File: src/rtl/approx_mul_pkg.sv
// Shared types and elaboration-time helpers for the approximate signed multiplier.
package approx_mul_pkg;

   typedef enum logic [1:0] {
      MODE_EXACT        = 2'b00,
      MODE_TRUNC        = 2'b01,
      MODE_TRUNC_STATIC = 2'b10,
      MODE_TRUNC_PROG   = 2'b11
   } mode_e;

   localparam int MAX_W = 32;

   // Bit c set means product column c survives truncation.
   function automatic logic [MAX_W-1:0] col_keep_mask(input int n, input int t);
      logic [MAX_W-1:0] m;
      m = '0;
      for (int c = 0; c < 2 * n; c++) begin
         if (c >= t) m[c] = 1'b1;
      end
      return m;
   endfunction

   // Baugh-Wooley correction: +2^n and +2^(2n-1), absorbing the inverted sign rows.
   function automatic logic [MAX_W-1:0] bw_const(input int n);
      logic [MAX_W-1:0] m;
      m = '0;
      m[n]       = 1'b1;
      m[2*n - 1] = 1'b1;
      return m;
   endfunction

endpackage

File: src/rtl/approx_mul_pp.sv
// Baugh-Wooley partial-product array with column truncation and compensation,
// reduced to a redundant sum/carry pair by a chain of full-adder rows.
module approx_mul_pp
   import approx_mul_pkg::*;
#(
   parameter int N    = 8,
   parameter int T    = 5,
   parameter int CW   = 3,
   parameter int COMP = 4
) (
   input  logic [N-1:0]   a_i,
   input  logic [N-1:0]   b_i,
   input  logic [1:0]     mode_i,
   input  logic [CW-1:0]  comp_i,
   output logic [2*N-1:0] sum_o,
   output logic [2*N-1:0] carry_o
);

   localparam int W = 2 * N;
   localparam logic [W-1:0] KEEP = W'(col_keep_mask(N, T));
   localparam logic [W-1:0] BW   = W'(bw_const(N));

   mode_e         mode;
   logic          trunc;
   logic          pp_bit;
   logic [CW-1:0] comp_v;
   logic [W-1:0]  row;
   logic [W-1:0]  s_v;
   logic [W-1:0]  c_v;
   logic [W-1:0]  carry_n;

   // NOTE: every variable gets a default at the top of the block, so no path leaves one unassigned (no latch).
   always_comb begin
      mode    = mode_e'(mode_i);
      trunc   = (mode != MODE_EXACT);
      comp_v  = '0;
      pp_bit  = 1'b0;
      row     = '0;
      carry_n = '0;
      unique case (mode)
         MODE_TRUNC_STATIC: comp_v = CW'(COMP);
         MODE_TRUNC_PROG:   comp_v = comp_i;
         default:           comp_v = '0;
      endcase

      // Seed the accumulator with the constant row, then fold in the compensation row.
      s_v = BW;
      c_v = '0;
      for (int k = 0; k < CW; k++) begin
         if (k + T < W) row[k+T] = comp_v[k];
      end
      carry_n = ((s_v & c_v) | (s_v & row) | (c_v & row)) << 1;
      s_v     = s_v ^ c_v ^ row;
      c_v     = carry_n;

      for (int j = 0; j < N; j++) begin
         row = '0;
         for (int i = 0; i < N; i++) begin
            if (i == N - 1 && j == N - 1)
               pp_bit = a_i[i] & b_i[j];
            else if (i == N - 1 || j == N - 1)
               pp_bit = ~(a_i[i] & b_i[j]);
            else
               pp_bit = a_i[i] & b_i[j] & (!trunc || KEEP[i+j]);
            row[i+j] = pp_bit;
         end
         carry_n = ((s_v & c_v) | (s_v & row) | (c_v & row)) << 1;
         s_v     = s_v ^ c_v ^ row;
         c_v     = carry_n;
      end

      sum_o   = s_v;
      carry_o = c_v;
   end

endmodule

File: src/rtl/approx_mul_pipe.sv
// Three-stage valid/ready pipelined approximate multiplier with programmable
// compensation, tag/mode sideband and an output transfer counter.
module approx_mul_pipe
   import approx_mul_pkg::*;
#(
   parameter int N    = 8,
   parameter int T    = 5,
   parameter int CW   = 3,
   parameter int COMP = 4,
   parameter int TAGW = 4
) (
   input  logic            clk,
   input  logic            rst,
   input  logic            in_valid,
   output logic            in_ready,
   input  logic [N-1:0]    in_a,
   input  logic [N-1:0]    in_b,
   input  logic [1:0]      in_mode,
   input  logic [TAGW-1:0] in_tag,
   input  logic            cfg_we,
   input  logic [CW-1:0]   cfg_comp,
   output logic            out_valid,
   input  logic            out_ready,
   output logic [2*N-1:0]  out_p,
   output logic [TAGW-1:0] out_tag,
   output logic [1:0]      out_mode,
   output logic [31:0]     res_count
);

   localparam int W = 2 * N;

   logic            advance;
   logic            out_xfer;

   logic            v1_q;
   logic [N-1:0]    a1_q, b1_q;
   logic [1:0]      mode1_q;
   logic [TAGW-1:0] tag1_q;
   logic [CW-1:0]   comp1_q;
   logic [CW-1:0]   comp_reg_q, comp_reg_d;

   logic            v2_q;
   logic [W-1:0]    sum2_q, carry2_q, sum_d, carry_d;
   logic [1:0]      mode2_q;
   logic [TAGW-1:0] tag2_q;

   logic            v3_q;
   logic [W-1:0]    p3_q, p3_d;
   logic [1:0]      mode3_q;
   logic [TAGW-1:0] tag3_q;
   logic [31:0]     count_q, count_d;

   // One global enable: the whole pipe moves or holds together, bubbles included.
   assign advance  = !v3_q || out_ready;
   assign in_ready = advance;
   assign out_xfer = v3_q && out_ready;

   approx_mul_pp #(
      .N    (N),
      .T    (T),
      .CW   (CW),
      .COMP (COMP)
   ) u_pp (
      .a_i     (a1_q),
      .b_i     (b1_q),
      .mode_i  (mode1_q),
      .comp_i  (comp1_q),
      .sum_o   (sum_d),
      .carry_o (carry_d)
   );

   always_comb begin
      comp_reg_d = cfg_we ? cfg_comp : comp_reg_q;
      p3_d       = sum2_q + carry2_q;
      count_d    = count_q + 32'(out_xfer);
   end

   // NOTE: reset is synchronous and clears datapath registers as well, so no X ever reaches out_p.
   always_ff @(posedge clk) begin
      if (rst) begin
         v1_q       <= 1'b0;
         a1_q       <= '0;
         b1_q       <= '0;
         mode1_q    <= '0;
         tag1_q     <= '0;
         comp1_q    <= '0;
         comp_reg_q <= CW'(COMP);
         v2_q       <= 1'b0;
         sum2_q     <= '0;
         carry2_q   <= '0;
         mode2_q    <= '0;
         tag2_q     <= '0;
         v3_q       <= 1'b0;
         p3_q       <= '0;
         mode3_q    <= '0;
         tag3_q     <= '0;
         count_q    <= '0;
      end else begin
         comp_reg_q <= comp_reg_d;
         count_q    <= count_d;
         if (advance) begin
            // comp_reg is captured with the beat, so a same-cycle write is seen one beat later.
            v1_q     <= in_valid;
            a1_q     <= in_a;
            b1_q     <= in_b;
            mode1_q  <= in_mode;
            tag1_q   <= in_tag;
            comp1_q  <= comp_reg_q;
            v2_q     <= v1_q;
            sum2_q   <= sum_d;
            carry2_q <= carry_d;
            mode2_q  <= mode1_q;
            tag2_q   <= tag1_q;
            v3_q     <= v2_q;
            p3_q     <= p3_d;
            mode3_q  <= mode2_q;
            tag3_q   <= tag2_q;
         end
      end
   end

   assign out_valid = v3_q;
   assign out_p     = p3_q;
   assign out_tag   = tag3_q;
   assign out_mode  = mode3_q;
   assign res_count = count_q;

endmodule
File: config.mk
export PLATFORM = sky130hd
export DESIGN_NAME = approx_mul_pipe
export DESIGN_NICKNAME = d
export VERILOG_FILES = /design/src/rtl/approx_mul_pkg.sv /design/src/rtl/approx_mul_pp.sv /design/src/rtl/approx_mul_pipe.sv
export SDC_FILE = /design/constraint.sdc
export NUM_CORES = 1
export LEC_CHECK = 0
export ABC_AREA = 0
export CORE_UTILIZATION = 50
export DETAILED_ROUTE_END_ITERATION = 8
export PLACE_DENSITY_LB_ADDON = 0.12
export SLEW_MARGIN = 30
export SYNTH_ARGS = -nofsm -noshare
export SYNTH_HDL_FRONTEND = slang
export SYNTH_SLANG_ARGS = --single-unit
File: constraint.sdc
create_clock -name clk -period 5.2 [get_ports clk]
set_clock_uncertainty 0.1 [all_clocks]
set_input_delay 1.04 -clock clk [delete_from_list [all_inputs] [get_ports clk]]
set_output_delay 1.04 -clock clk [all_outputs]
set_load 0.005 [all_outputs]
==> results.yml <==
flow_run:
  drv_cap: 0
synthesis:
  synth_area_leaders: "dfxtp_1, fa_1, nand2_1"
  yosys_warnings: 0
  yosysTopAreaCell: "dfxtp_1"
  synth_edf_count: 0
  ys_types: 48
  synth_nets: 841
  synth_top_area_share_pct: 36.6
  postSynthAreaPerCell_um2: 8.47
  syn_inst: 742
  ys_ff_latch: 115
  synth_seq_area_share_pct: 36.6
  synth-async-reset-ratio_pct: 0
  synth_area_um2: 6280
  synth_ff_type: "dfxtp_1"
critical_path:
  rrSetupSlack_ns: 0.21
  r2r-start: "a1_q[6]$_SDFFE_PP0P_"
  crit_type: "reg -> reg"
  cp-start-kind: "flop"
  rr_worst_depth: 15
  cp-end-kind: "flop"
  r2r-end: "sum2_q[7]$_SDFFE_PP0P_"
  worst-path-max-fanout: 9
  crit_arrival_ns: 5.23
  required_ns: 5.44
floorplan:
  pin_count: 86
  row_count: 40
  die_y_um: 114
  core_area_um2: 12100
  start_util_pct: 51.9
  die_w_um: 114
  die_area_um2: 13000
placed_design:
  dpl.hpwl_um: 9440
  dp_cells: 947
  io_buffers: 85
  gp_congestion: 0.835
  dpl_cell_area_um2: 7170
  pre_cts_ws_ns: 0.217
detailed_routing:
  vias: 5182
  routed_wl_um: 13700
  ant_nets: 0
  viasPerCell: 5.30
  wl_per_cell_um: 14.0
  dr.pass1.iters: 4
  drc_errors: 0
  drtIter0Drc: 298
clock_tree:
  tritoncts: "yes"
  h-tree-depth: 4
  hold_buffers: 0
  cts_sinks: 115
  clockRootBuffer: "clkbuf_16"
  ctsResizeCount: 0
  clockBufferDepth: 2
  insertion_delay_ns: 0.41
  cts_setup_buffers: 0
  path_clk_slew_ns: 0.05
  cts_buffers: 17
finish:
  final_cell_mix: "nand2_1, dfxtp_1, clkdlybuf4s50_1"
  areaGrowthSynthToFinish_pct: 24.4
  antennaDiodeCount: 0
  layout_commonest_cell: "nand2_1"
  multi_input_area_um2: 3580
  fillers: 1024
  final_cells: 978
  fin_nets: 897
  layout-drive-gt1-share_pct: 5.93
  stdcell_area_um2: 7820
  regArea_um2: 2300
worst_hold_path:
  hold_path.class: "reg -> reg"
  hold_depth: 2
  hold_path_startpoint: "out_p[1]$_SDFFE_PP0P_"
  min_to: "out_p[1]$_SDFFE_PP0P_"
pwr:
  power.leakage_uw: 0.00307
  peakVddDrop_mv: 0.199
  p_clk_share_pct: 49.3
  seq_power_share_pct: 38.0
  cell_internal_pwr_uw: 1990
  p_sw_uw: 619
  power_density_nw_per_um2: 333
  switching_share_pct: 23.7
  power_frac_comb_pct: 12.7
sta:
  slew-limit-headroom_pct: 44.6
  setup_slack_ns: 0.213
  fin_hold_ws_ns: 0.350
  fin_crit_ns: 4.99
  setup_viol: 0
  tns_ns: 0
  timing.final.hold_violations: 0
  maxSlewViolCount: 0
  clock.fmax_mhz: 201
  finalCritPeriodShare_pct: 95.9
  tightest_slew_ns: 0.831
  rsz0062_at_grt: "no"
global_route:
  antenna_found_initial: 0
  grt_first_pass_wirelength_um: 23300
  grt_max_degree: 84
  grt_pass1_vias: 4788
  grt_overflow: 0
  grt_util_all_layers_pct: 22.9
status:
  status: "completed"
-- Yosys cell counts, types with 6 or more instances --
master,instances
nand2_1,186
dfxtp_1,115
a21oi_1,81
inv_1,49
clkbuf_1,45
fa_1,45
nor2_1,30
ha_1,24
nand3_1,18
and3_1,13
and2_1,12
xor2_1,12
nand4_1,10
and4_1,7
o31ai_1,7
o41ai_1,7
a211oi_1,6
or4_1,6
-- worst max-delay path: stages, from the launching register on --
cell	delay, ns
dfxtp_1	0.39
and2_1	0.19
ha_1	0.27
inv_1	0.05
fa_1	0.53
inv_1	0.06
fa_1	0.50
fa_1	0.51
fa_1	0.54
inv_1	0.05
fa_1	0.43
fa_1	0.51
inv_1	0.05
fa_1	0.53
nand2_1	0.05
a21oi_1	0.15
-- stage by stage --
stage / power [uW] / utilization [%]
after global placement: 1330 / 59.2
final: 2610 / 64.5
after global routing: 2720 / 64.5
after CTS: 2630 / 64.5
after detailed placement: 1340 / 59.2
after floorplan: 1220 / -
-- metal layers --
layer / GRT usage, % / up-vias / wire length, um
li1: - / 2583 / -
met1: 31.2 / 2469 / 6470
met2: 35.7 / 109 / 6470
met3: 4.92 / 21 / 534
met4: 8.74 / 0 / 259
met5: 0 / - / 0
-- kinds of logic after synthesis --
| kind of cell | after synthesis | share of synthesized area [%] |
|---|---|---|
| multiplexers | 5 | 0.836 |
| AND/OR/NAND/NOR | 311 | 23.1 |
| adder cells (fa/ha/maj) | 69 | 19.1 |
| XOR/XNOR | 14 | 1.95 |
| buffers and inverters | 103 | 6.51 |
| flip-flops | 115 | 36.6 |
| AO/OA/AOI/OAI | 125 | 11.8 |
-- flip-flops by register name, indices dropped and copies added, names as in the netlist, 4 cells and up --
signal and flops:
tag1_q 4, sum2_q 16, res_count 32, a1_q 8, out_tag 4, b1_q 8
tag2_q 4, out_p 16, carry2_q 8
-- final cells by class --
| cell class | instances | share of cell area [%] |
|---|---|---|
| clock buffers | 21 | 6.02 |
| repair buffers | 90 | 11.3 |
| multi-input cells | 524 | 45.8 |
| well taps | 168 | 2.69 |
| clock inverters | 10 | 2.29 |
| flip-flops and latches | 115 | 29.5 |
| inverters | 50 | 2.40 |
-- power groups by stage --
stage	logic (uW)	registers (uW)	clock network (uW)
global route	379	999	1340
CTS	335	990	1300
global placement	327	1010	0
finish	330	990	1290
detailed placement	331	1010	0
floorplan	231	987	0
-- worst max path at each step --
| stage | startpoint | endpoint | slack, ns | cells after the start |
|---|---|---|---|---|
| finish | a1_q[6]$_SDFFE_PP0P_ | sum2_q[7]$_SDFFE_PP0P_ | 0.21 | 15 |
| global route | a1_q[6]$_SDFFE_PP0P_ | sum2_q[7]$_SDFFE_PP0P_ | 0.007 | 15 |
| CTS | a1_q[6]$_SDFFE_PP0P_ | sum2_q[7]$_SDFFE_PP0P_ | 0.20 | 15 |
| detailed placement | a1_q[6]$_SDFFE_PP0P_ | sum2_q[7]$_SDFFE_PP0P_ | 0.22 | 15 |
| global placement | a1_q[6]$_SDFFE_PP0P_ | sum2_q[7]$_SDFFE_PP0P_ | 0.25 | 15 |
| floorplan | a1_q[6]$_SDFFE_PP0P_ | sum2_q[7]$_SDFFE_PP0P_ | 0.28 | 16 |
(Power assumes the default switching activity.)
==> patch: new RTL, same flow settings <==
`TAGW`: 4 -> 2.
--- a/src/rtl/approx_mul_pipe.sv
+++ b/src/rtl/approx_mul_pipe.sv
@@ -8,5 +8,5 @@
    parameter int CW   = 3,
    parameter int COMP = 4,
-   parameter int TAGW = 4
+   parameter int TAGW = 2
 ) (
    input  logic            clk,
Ports: changed (resized in_tag and out_tag); port bits go from 86 to 82. The function was not compared with the original's and may differ.
==> patch against the original RTL <==
The flow now finishes with violations (design-rule violations); total power shrank 26%; combinational power decreased by 2%; global-route usage grew 0.52 points; wire length is 1.5% lower; sequential power is 5.3% lower; synthesized area shrank 4.1%; cell area is 8.4% lower; maximum frequency shrank 0.32%; utilization down 2.6 points; sequential cell count decreased by 6; critical path depth did not move; worst setup slack got worse by 0.016 ns.
==> patch: results (changes against the original RTL) <==
[global_route]
grtUsageTotal_pct = 23.4  ; +0.52 points
antenna_found_initial = 0  ; unchanged
grt_max_degree = 78  ; -7.1%
grt_first_pass_wirelength_microns = 23400  ; +0.59%
overflow = 0  ; unchanged
grt_pass1_vias = 4927  ; +2.9%

[finish]
largest_reg_flops = 32  ; unchanged
drive_gt1_share_pct = 5.32  ; -0.60 points
clkCellAreaFrac_pct = 4.00  ; -4.3 points
nNonClkInverters = 45  ; -10%
multi_input_cells = 513  ; -2.1%
clkbuf_count = 13  ; -38%
nFlopsAndLatches = 109  ; -5.2%
nNonClkBuffers = 87  ; -3.3%
fin_cells = 913  ; -6.6%
regArea_sq_mm = 0.00219  ; -4.9%
fill_cells = 1020  ; -0.39%
nonClkBufAreaFrac_pct = 11.9  ; +0.59 points
multi_input_area_share_pct = 48.6  ; +2.8 points
fin_area_sq_mm = 0.00716  ; -8.4%
nNetsFinal = 862  ; -3.9%

[power_and_ir_drop]
peakVddDrop_mv = 0.194  ; -2.5%
cellLeakagePower_nw = 2.73  ; -11%

[detailed_routing]
viasPerCell = 5.47  ; +3.2%
firstDrtPassIters = 7  ; +3
drt-initial-drc-count = 361  ; +21%
drcViolationCount = 9  ; +9
met3_length_microns = 535  ; +0.19%
wl_met1_microns = 6130  ; -5.3%
dr_wl_met2_microns = 6540  ; +1.2%
drt-total-wl_microns = 13500  ; -1.5%

[floorplanning]
die-area_sq_mm = 0.0125  ; -4.0%

[synthesis]
ys_seq_area_share_pct = 36.2  ; -0.43 points
syn-num-nets = 812  ; -3.4%
synth-xor-area-share_pct = 2.03  ; +0.083 points
synthMuxAreaShare_pct = 1.06  ; +0.22 points
synth-compound-area-share_pct = 11.3  ; -0.53 points
synth_common_cells = nand2_1 (177), dfxtp_1 (109), a21oi_1 (76)
synth_fa_ha_area_share_pct = 19.9  ; +0.82 points
synth_top_cells_by_area = dfxtp_1 (36%), fa_1 (15%), nand2_1 (11%), a21oi_1 (6.3%), ha_1 (5.0%)
syn_area_per_cell_sq_um = 8.43  ; -0.48%

[cts]
cts_buffers = 9  ; -8
clock_path_buffers = 2  ; unchanged
clk_pin_slew_ns = 0.07  ; +0.02 ns
cts_max_level = 3  ; -1
clock_latency_ns = 0.35  ; -0.06 ns

[placed_design]
place_hpwl_microns = 9590  ; +1.7%
dp_slack_ns = 0.141  ; -0.0753 ns
gp_congestion = 0.829  ; -0.64%
place_area_sq_mm = 0.00687  ; -4.2%
portBuffers = 81  ; -4.7%
placed_cells = 897  ; -5.3%

[timing]
worstMarginPinSlew_ns = 0.779  ; -0.0525 ns

[run_status]
failed_checks = design-rule violations
outcome = finished, violations left

[setup_path]
cp_data_required_time_ns = 5.38  ; -0.06 ns
cp_max_fo = 11  ; +2

## patch: changes by cell type in the layout (fill, tap and decap cells not counted), moves of 5 or more
cell,before,now
o21ai_0,5,11
and3_1,13,6
a21oi_1,81,76
clkbuf_16,17,9
dfxtp_1,115,106
nand2b_1,0,5
inv_1,49,44
nand2_1,186,177
bufinv_16,5,0
## patch: worst paths after layout
| check | startpoint | endpoint | slack (ns) | depth (start not counted) |
|---|---|---|---|---|
| worst min-delay path | comp1_q[2] | comp1_q[2] | 0.35 | 2 |
| worst max-delay path | mode1_q[1] | sum2_q[7] | 0.20 | 15 |
| worst min register to register | comp1_q[2] | comp1_q[2] | 0.35 | 2 |
| worst max register to register | mode1_q[1] | sum2_q[7] | 0.20 | 15 |
## patch: per-layer routing
layer,GRT usage [%],vias up
met5,0,-
met4,8.02,0
met3,4.57,26
met2,39.9,108
met1,29.6,2413
li1,-,2446
## patch: report_power, final
| part | leakage (nW) | internal [mW] | switching, mW |
|---|---|---|---|
| Combinational | 1.69 | 0.157 | 0.165 |
| Sequential | 0.895 | 0.892 | 0.0466 |
| Clock | 0.141 | 0.356 | 0.309 |
| Total | 2.73 | 1.40 | 0.520 |
## patch: timing repair
item | CTS | global route
buffers inserted | 0 | 0
gates resized for setup | 0 | 4
hold buffers | 0 | 0
endpoints found under the setup margin | 0 | 2
## patch: critical path, cell delays in order (launching register included)
cell	delay (ns)
dfxtp_4	0.38
and3_1	0.15
ha_1	0.28
inv_1	0.06
fa_1	0.53
inv_1	0.05
fa_1	0.56
fa_1	0.44
fa_1	0.54
inv_1	0.06
fa_1	0.45
fa_1	0.51
inv_1	0.06
fa_1	0.54
nand2_1	0.06
a21oi_1	0.16
